--- config.mk ---
export PLATFORM = sky130hd
export DESIGN_NAME = imem_boot_loader
export DESIGN_NICKNAME = d
export VERILOG_FILES = /design/src/rtl/imem_boot_loader.sv
export SDC_FILE = /design/constraint.sdc
export NUM_CORES = 1
export LEC_CHECK = 0
export ABC_AREA = 1
export ABC_CLOCK_PERIOD_IN_PS = 2800
export CAP_MARGIN = 10
export CORE_MARGIN = 2
export CORE_UTILIZATION = 56
export CTS_BUF_LIST = sky130_fd_sc_hd__clkbuf_4
export CTS_CLUSTER_SIZE = 28
export DETAILED_ROUTE_END_ITERATION = 10
export PLACE_DENSITY = 0.82
export SLEW_MARGIN = 20
export SYNTH_ARGS = -nofsm -noshare
export SYNTH_HDL_FRONTEND = slang
export SYNTH_SLANG_ARGS = --single-unit
--- constraint.sdc ---
create_clock -name clk_i -period 2.8 [get_ports clk_i]
set_input_delay 0.56 -clock clk_i [delete_from_list [all_inputs] [get_ports clk_i]]
set_output_delay 0.56 -clock clk_i [all_outputs]
set_load 0.03 [all_outputs]
--- src/rtl/imem_boot_loader.sv ---
// -----------------------------------------------------------------------------
// imem_boot_loader
//   Byte-stream program loader. This block drives the write side of the
//   RISCV_top instruction memory. It receives a framed program image over a
//   valid/ready byte interface and writes 32-bit words to IMEM at byte
//   addresses 0, 4, 8, and so on. It holds the core in reset until a frame
//   has loaded and its checksum matches, and then it releases the core.
//
//   Frame format: SYNC, LEN_LO, LEN_HI, 4*LEN data bytes, CSUM
//     - Data bytes are little-endian within each word.
//     - CSUM is the XOR of LEN_LO, LEN_HI and every data byte.
//
// Ports
//   clk_i           clock, rising edge
//   rst_i           synchronous active-high reset
//   rx_valid_i      rx_data_i holds a byte
//   rx_data_i       incoming byte
//   rx_ready_o      loader accepts a byte (transfer = valid & ready)
//   imem_we_o       one-cycle IMEM write strobe
//   imem_addr_o     IMEM byte address (word index * 4)
//   imem_wdata_o    instruction word
//   core_rst_o      active-high reset to the core
//   load_done_o     frame loaded and checksum correct
//   load_err_o      length or checksum error
//   words_loaded_o  words written in the current or last frame
//
// States
//   state  | meaning
//   IDLE   | waiting for SYNC; all other bytes are dropped
//   LEN0   | capture LEN_LO
//   LEN1   | capture LEN_HI and range-check the length
//   DATA   | assemble the next word from 4 bytes
//   WR     | one-cycle IMEM write, rx_ready low
//   CSUM   | compare the checksum byte with the running XOR
//   DONE   | image accepted, core released; SYNC restarts
//   ERR    | length or checksum failure, core held; SYNC restarts
// -----------------------------------------------------------------------------
module imem_boot_loader #(
    parameter int          ADDR_W    = 32,
    parameter int          MAX_WORDS = 256,
    parameter logic [7:0]  SYNC_BYTE = 8'hA5
) (
    input  logic              clk_i,
    input  logic              rst_i,
    input  logic              rx_valid_i,
    input  logic [7:0]        rx_data_i,
    output logic              rx_ready_o,
    output logic              imem_we_o,
    output logic [ADDR_W-1:0] imem_addr_o,
    output logic [31:0]       imem_wdata_o,
    output logic              core_rst_o,
    output logic              load_done_o,
    output logic              load_err_o,
    output logic [15:0]       words_loaded_o
);

    typedef enum logic [2:0] {
        S_IDLE,
        S_LEN0,
        S_LEN1,
        S_DATA,
        S_WR,
        S_CSUM,
        S_DONE,
        S_ERR
    } state_e;

    state_e             state_q, state_d;
    logic [7:0]         len_lo_q, len_lo_d;
    logic [15:0]        len_q, len_d;
    logic [15:0]        idx_q, idx_d;
    logic [15:0]        words_q, words_d;
    logic [7:0]         xor_q, xor_d;
    logic [31:0]        word_q, word_d;
    logic [1:0]         bcnt_q, bcnt_d;
    logic               rdy_q, rdy_d;
    logic               we_q, we_d;
    logic [ADDR_W-1:0]  addr_q, addr_d;
    logic [31:0]        wdata_q, wdata_d;
    logic               core_rst_q, core_rst_d;
    logic               done_q, done_d;
    logic               err_q, err_d;

    logic               take;
    logic [15:0]        len_full;
    logic [31:0]        word_next;
    logic               is_sync;

    assign take      = rx_valid_i & rdy_q;
    assign len_full  = {rx_data_i, len_lo_q};
    assign word_next = {rx_data_i, word_q[31:8]};
    assign is_sync   = (rx_data_i == SYNC_BYTE);

    always_comb begin
        state_d  = state_q;
        len_lo_d = len_lo_q;
        len_d    = len_q;
        idx_d    = idx_q;
        words_d  = words_q;
        xor_d    = xor_q;
        word_d   = word_q;
        bcnt_d   = bcnt_q;
        we_d     = 1'b0;
        addr_d   = addr_q;
        wdata_d  = wdata_q;

        unique case (state_q)
            S_IDLE, S_DONE, S_ERR: begin
                if (take && is_sync) begin
                    state_d = S_LEN0;
                    idx_d   = '0;
                    words_d = '0;
                    xor_d   = '0;
                    bcnt_d  = '0;
                end
            end
            S_LEN0: begin
                if (take) begin
                    len_lo_d = rx_data_i;
                    xor_d    = xor_q ^ rx_data_i;
                    state_d  = S_LEN1;
                end
            end
            S_LEN1: begin
                if (take) begin
                    len_d = len_full;
                    xor_d = xor_q ^ rx_data_i;
                    if ({16'd0, len_full} > 32'(MAX_WORDS)) begin
                        state_d = S_ERR;
                    end else if (len_full == 16'd0) begin
                        state_d = S_CSUM;
                    end else begin
                        state_d = S_DATA;
                    end
                end
            end
            S_DATA: begin
                if (take) begin
                    word_d = word_next;
                    xor_d  = xor_q ^ rx_data_i;
                    bcnt_d = bcnt_q + 2'd1;
                    if (bcnt_q == 2'd3) begin
                        // Register the write so the strobe, address and data
                        // are all valid during the WR cycle.
                        state_d = S_WR;
                        we_d    = 1'b1;
                        addr_d  = ADDR_W'({idx_q, 2'b00});
                        wdata_d = word_next;
                    end
                end
            end
            S_WR: begin
                idx_d   = idx_q + 16'd1;
                words_d = words_q + 16'd1;
                if ((idx_q + 16'd1) < len_q) begin
                    state_d = S_DATA;
                end else begin
                    state_d = S_CSUM;
                end
            end
            S_CSUM: begin
                if (take) begin
                    if (rx_data_i == xor_q) begin
                        state_d = S_DONE;
                    end else begin
                        state_d = S_ERR;
                    end
                end
            end
            default: begin
                state_d = S_IDLE;
            end
        endcase

        // The status outputs follow the next state, so they line up with
        // the state register on the same edge.
        rdy_d      = (state_d != S_WR);
        core_rst_d = (state_d != S_DONE);
        done_d     = (state_d == S_DONE);
        err_d      = (state_d == S_ERR);
    end

    always_ff @(posedge clk_i) begin
        if (rst_i) begin
            state_q    <= S_IDLE;
            len_lo_q   <= '0;
            len_q      <= '0;
            idx_q      <= '0;
            words_q    <= '0;
            xor_q      <= '0;
            word_q     <= '0;
            bcnt_q     <= '0;
            rdy_q      <= 1'b0;
            we_q       <= 1'b0;
            addr_q     <= '0;
            wdata_q    <= '0;
            core_rst_q <= 1'b1;
            done_q     <= 1'b0;
            err_q      <= 1'b0;
        end else begin
            state_q    <= state_d;
            len_lo_q   <= len_lo_d;
            len_q      <= len_d;
            idx_q      <= idx_d;
            words_q    <= words_d;
            xor_q      <= xor_d;
            word_q     <= word_d;
            bcnt_q     <= bcnt_d;
            rdy_q      <= rdy_d;
            we_q       <= we_d;
            addr_q     <= addr_d;
            wdata_q    <= wdata_d;
            core_rst_q <= core_rst_d;
            done_q     <= done_d;
            err_q      <= err_d;
        end
    end

    assign rx_ready_o     = rdy_q;
    assign imem_we_o      = we_q;
    assign imem_addr_o    = addr_q;
    assign imem_wdata_o   = wdata_q;
    assign core_rst_o     = core_rst_q;
    assign load_done_o    = done_q;
    assign load_err_o     = err_q;
    assign words_loaded_o = words_q;

endmodule
; ---- Word level (Yosys, flattened, before mapping)
; Cells that the tools add are included.
[totals]
elab_cells = 78
ff_bits = 154
out_inout_bits = 85
in_bits = 11
[op_classes]
bitwise_logic = 4
reduce_logical = 16
mux = 21
n_addsub = 3
eq_ne = 17
order_cmp = 2
[ops]
columns = operator, n
row1 = 16-bit one-hot mux with 2 select lines, 2
row2 = 16-bit by 1-bit adder with 16-bit output (second input constant), 2
row3 = 3-bit two-way mux, 9
row4 = 3-bit == test (second input constant), 6
row5 = 3-bit one-hot mux with 6 select lines, 1
row6 = 16-bit by 9-bit > comparator with 1-bit output (second input constant), 1
row7 = 16-bit logical NOT, 1
row8 = 16-bit less-than comparator, 1
row9 = 16-bit two-way mux, 1
row10 = 8-bit two-way mux, 2
row11 = 8-bit one-hot mux with 2 select lines, 1
row12 = 3-bit AND reduction, 3
row13 = 3-bit OR reduction, 3
row14 = 8-bit == test, 1
row15 = 8-bit == test (second input constant), 1
row16 = 2-bit AND reduction, 4
row17 = 8-bit XOR, 1
row18 = 3-bit by 2-bit == test with 1-bit output (second input constant), 2
row19 = 3-bit != test (second input constant), 2
row20 = 2-bit nonzero test, 3
row21 = 2-bit two-way mux, 2
row22 = 2-bit != test (second input constant), 2
row23 = 2-bit one-hot mux with 2 select lines, 1
row24 = 3-bit by 1-bit == test with 1-bit output (second input constant), 1
row25 = 8 further kinds, 10

; ---- Longest topological paths before layout
[logic_depth]
ltp_word = 6
mapped_depth = 19
ltp_nobuf = 19

; ---- Worst setup path after synthesis
; No wires, ideal clock.
[synth_timing]
path_kind = reg-to-reg
startpoint = register idx_q[0]
endpoint = register core_rst_q (netlist: core_rst_o)
path_buffers = 0
setup_time_ns = 0.135
required_time_ns = 2.665
path_stages_with_launch = 17
slack_ns = 0.469
period_less_slack_ns = 2.331
t_arrival_ns = 2.196
cell_sequence = dfxtp_1 -> ha_1 -> nand2_1 -> nor2_2 -> nand3_2 -> nor2_4 -> nand4_1 -> o21ai_0 -> nand2_1 -> ha_1 -> nand4_1 -> nor3_1 -> nand2_1 -> nand2_1 -> nand2_1 -> nand3_1 -> nand4_1
[synth_via]
elab_chain_len = 5
[synth_lines]
columns = item, line
row1 = start: declaration, 71  ; logic [15:0] idx_q, idx_d;
row2 = start signal: assignment, 204  ; idx_q <= idx_d;
row3 = 16-bit by 1-bit adder with 16-bit output, 155  ; if ((idx_q + 16'd1) < len_q) begin
row4 = 16-bit less-than comparator, 155
row5 = 3-bit two-way mux, 155
row6 = 3-bit one-hot mux with 6 select lines, 107  ; unique case (state_q)
row7 = 3-bit != test, 178  ; core_rst_d = (state_d != S_DONE);
row8 = end signal: assignment, 213  ; core_rst_q <= core_rst_d;
row9 = end: declaration, 80  ; logic core_rst_q, core_rst_d;
; Every way passes these cells.
; A chain may end at the register's enable or synchronous reset.

; ---- Final worst setup path
[layout_timing]
startpoint = register idx_q[0]
endpoint = register done_q (netlist: load_done_o)
[layout_via]
elab_chain_len = 5
[layout_lines]
columns = item, line
row1 = 16-bit by 1-bit adder with 16-bit output, 155
row2 = 16-bit less-than comparator, 155
row3 = 3-bit two-way mux, 155
row4 = 3-bit one-hot mux with 6 select lines, 107
row5 = 3-bit == test, 179  ; done_d = (state_d == S_DONE);
row6 = end signal: assignment, 214  ; done_q <= done_d;
row7 = end: declaration, 81  ; logic done_q, done_d;
; Every way passes these cells.

==> impl_metrics.json <==
{
  "synth_ff_type": "dfxtp_1",
  "use_met1_pct": 32.30,
  "pwr-share-comb_pct": 8.2,
  "fin_cells": 1090,
  "worstPathBufferInverterCount": 0,
  "crit_path_start_kind": "register",
  "status": "complete, but fails checks",
  "grtUsageMet3_pct": 5.303,
  "drtIter0Drc": 493,
  "dp_cells": 1056,
  "cts_root_buf": "clkbuf_4",
  "grt_pass1_wl_mm": 24.67,
  "die_h_um": 112.9,
  "start_util_pct": 57.66,
  "die_w_um": 112.9,
  "synth_top_area_share_pct": 44.02,
  "drt_pass1_iterations": 8,
  "wl_per_cell_um": 13.75,
  "drc_errors": 6,
  "synth_area_leader_cell": "dfxtp_1",
  "power_mw": 3.950,
  "vdd_drop_max_mv": 0.5022,
  "yosys_register_bits": 146,
  "tightest_slew_ns": 0.5119,
  "num_vias": 5807,
  "crit_fanout": 5,
  "cts.sinks": 146,
  "setup_viol": 0,
  "grt_max_degree": 65,
  "clkPwrFrac_pct": 37.7,
  "layout.nets": 962,
  "p_per_area_mw_per_mm2": 504.4,
  "crit_top_cell": "nand2_1",
  "grt_usage_pct": 24.06,
  "crit_slowest_cell": "dfxtp_4",
  "synthTopCellsByArea": "dfxtp_1 (44%), nand2_1 (7.6%), o21ai_0 (7.4%)",
  "hold_viol": 0,
  "reg2reg_slack_ns": 0.21,
  "p_int_mw": 2.950,
  "cp.arrival_ns": 3.04,
  "synthMostInstantiatedCell": "dfxtp_1",
  "die_area_mm2": 0.01274,
  "clock_path_buffers": 2,
  "core_mm2": 0.01152,
  "synth_edf_count": 0,
  "syn_inst": 863,
  "fp-row-count": 39,
  "fin_util_pct": 68.01,
  "timing.hold.ws_ns": 0.4669,
  "async_flop_share_pct": 0,
  "worstSetupPathType": "reg -> reg",
  "violations": "DRC",
  "ant_nets": 0,
  "routed_via_density": 5.328,
  "post-route-min-period_ns": 2.594,
  "crit_family": "simple AND/OR/NAND/NOR gates",
  "worstPathRequired_ns": 3.24,
  "fmax_mhz": 385.5,
  "p_sw_share_pct": 25.33,
  "syn_area_mm2": 0.006640,
  "cts.clk_slew.worst_paths_ns": 0.13,
  "max_cap_viol_count": 0,
  "crit_cells": 16,
  "grt_pass1_vias": 5197,
  "htreeDepth": 4,
  "routed_wl_mm": 14.98,
  "syn_to_final_growth_pct": 17.96,
  "hold_path_class": "reg -> reg",
  "crit_chain": "ha_1, nand2_1, nor2_2, nand3_2, nor2_4, nand4_1, o21ai_1, nand2_1, ha_1, nand4_1, nor3_2, nand2_1, nand3_1, nand3_1, nand2_1, nor2_1",
  "clk_latency_ns": 0.55,
  "hold_depth": 2,
  "grt.overflow.total": 0,
  "postSynthAreaPerCell_um2": 7.694,
  "io_buffer_count": 79,
  "cp-end-kind": "register",
  "cts_inserted_buffers": 17,
  "seqPwrFrac_pct": 54.1,
  "leakagePower_nw": 3.123,
  "rr_worst_depth": 16,
  "globalRouteMet2Util_pct": 38.71,
  "fin_skew_ns": 0.02089,
  "ys_types": 44,
  "postCtsHoldBufs": 0,
  "antenna_found_initial": 1,
  "pin_count": 96,
  "drive_gt1_share_pct": 11.10,
  "busiest_layer": "met2",
  "timing.slew.headroom_pct": 65.83,
  "timing.final.crit_share_pct": 92.65,
  "cts_tree": "done",
  "yosysSeqAreaShare_pct": 44.02,
  "place_congestion": 0.9138,
  "place_worst_setup_slack_ns": 0.1476,
  "fin_ws_ns": 0.2058,
  "ys_top_cells_by_count": "dfxtp_1 (146), nand2_1 (135), o21ai_0 (98), a21oi_1 (90), nor2_1 (89)",
  "synth_warnings": 0,
  "hpwl_mm": 10.43,
  "switchingPower_mw": 1.001,
  "max_stage_delay_ns": 0.39,
  "maxSlewViolCount": 0
}
kinds of logic after synthesis:
logic type | after synthesis | share of synthesized area, %
other | 1 | 0.05647
buffers and inverters | 154 | 10.40
AND/OR/NAND/NOR | 300 | 20.90
flip-flops | 146 | 44.02
adder cells (fa/ha/maj) | 18 | 3.392
AO/OA/AOI/OAI | 228 | 18.90
XOR/XNOR | 16 | 2.337
timing repair:
action | 4_1_cts | 5_1_grt
buffers inserted | 0 | 1
setup endpoints to repair | 0 | 5
endpoints found under the hold margin | 0 | 0
gates resized for setup | 0 | 8
per-stage QoR:
step                      TNS [ns]  instance area, µm²
after floorplan                  0                6696
after global placement           0                7472
after detailed placement         0                7472
after CTS                        0                7801
after global routing      -0.04019                7833
final                            0                7833
final cells by class:
cell class / instances / area (µm²)
fillers: 989 / 3684
diodes: 1 / 2.502
clock inverters: 13 / 186.4
multi-input cells: 578 / 3099
well taps: 143 / 178.9
inverters: 95 / 356.6
repair buffers: 95 / 935.9
flip-flops and latches: 146 / 2930
clock buffers: 19 / 142.6
state kept, by name, summed over array words and instances, names as in the netlist, 2 cells and up:
register        count
len_q              16
bcnt_q              2
imem_addr_o        16
imem_wdata_o       32
words_loaded_o     16
idx_q              16
word_q             24
state_q             3
xor_q               8
len_lo_q            8
routing by layer:
metal	vias to the layer above	share of wire, %
met2	147	46
met3	21	4.6
met1	2691	47
met5	-	0
li1	2948	-
met4	0	1.9
tightest hold or removal path, stage by stage (launching register included):
cell	delay [ns]
dfxtp_1	0.32
inv_1	0.06
a21oi_1	0.06
final timing paths:
| path | startpoint | endpoint |
|---|---|---|
| max reg2reg | idx_q[0]$_SDFFE_PP0P_ | load_done_o$_SDFF_PP0_ |
| min | word_q[10]$_SDFFE_PP0P_ | imem_wdata_o[2]$_SDFFE_PP0P_ |
| min reg2reg | word_q[10]$_SDFFE_PP0P_ | imem_wdata_o[2]$_SDFFE_PP0P_ |
| max | idx_q[0]$_SDFFE_PP0P_ | load_done_o$_SDFF_PP0_ |
placed cells by master (no fill, tap or decap), drive strengths merged, types with 16 or more instances in the layout:
cell type,n
dfxtp,146
nor2,105
o21ai,107
conb,16
buf,16
nand3,35
a21oi,91
ha,18
clkbuf,19
inv,93
nand2,139
clkdlybuf4s50,79
power groups by stage:
stage	clock (mW)	combinational (mW)	sequential, mW
after global placement	0	0.316	2.18
after global routing	1.60	0.361	2.14
final	1.49	0.325	2.14
after floorplan	0	0.268	2.18
after CTS	1.51	0.322	2.14
after detailed placement	0	0.320	2.19
(Power assumes the default switching activity.)
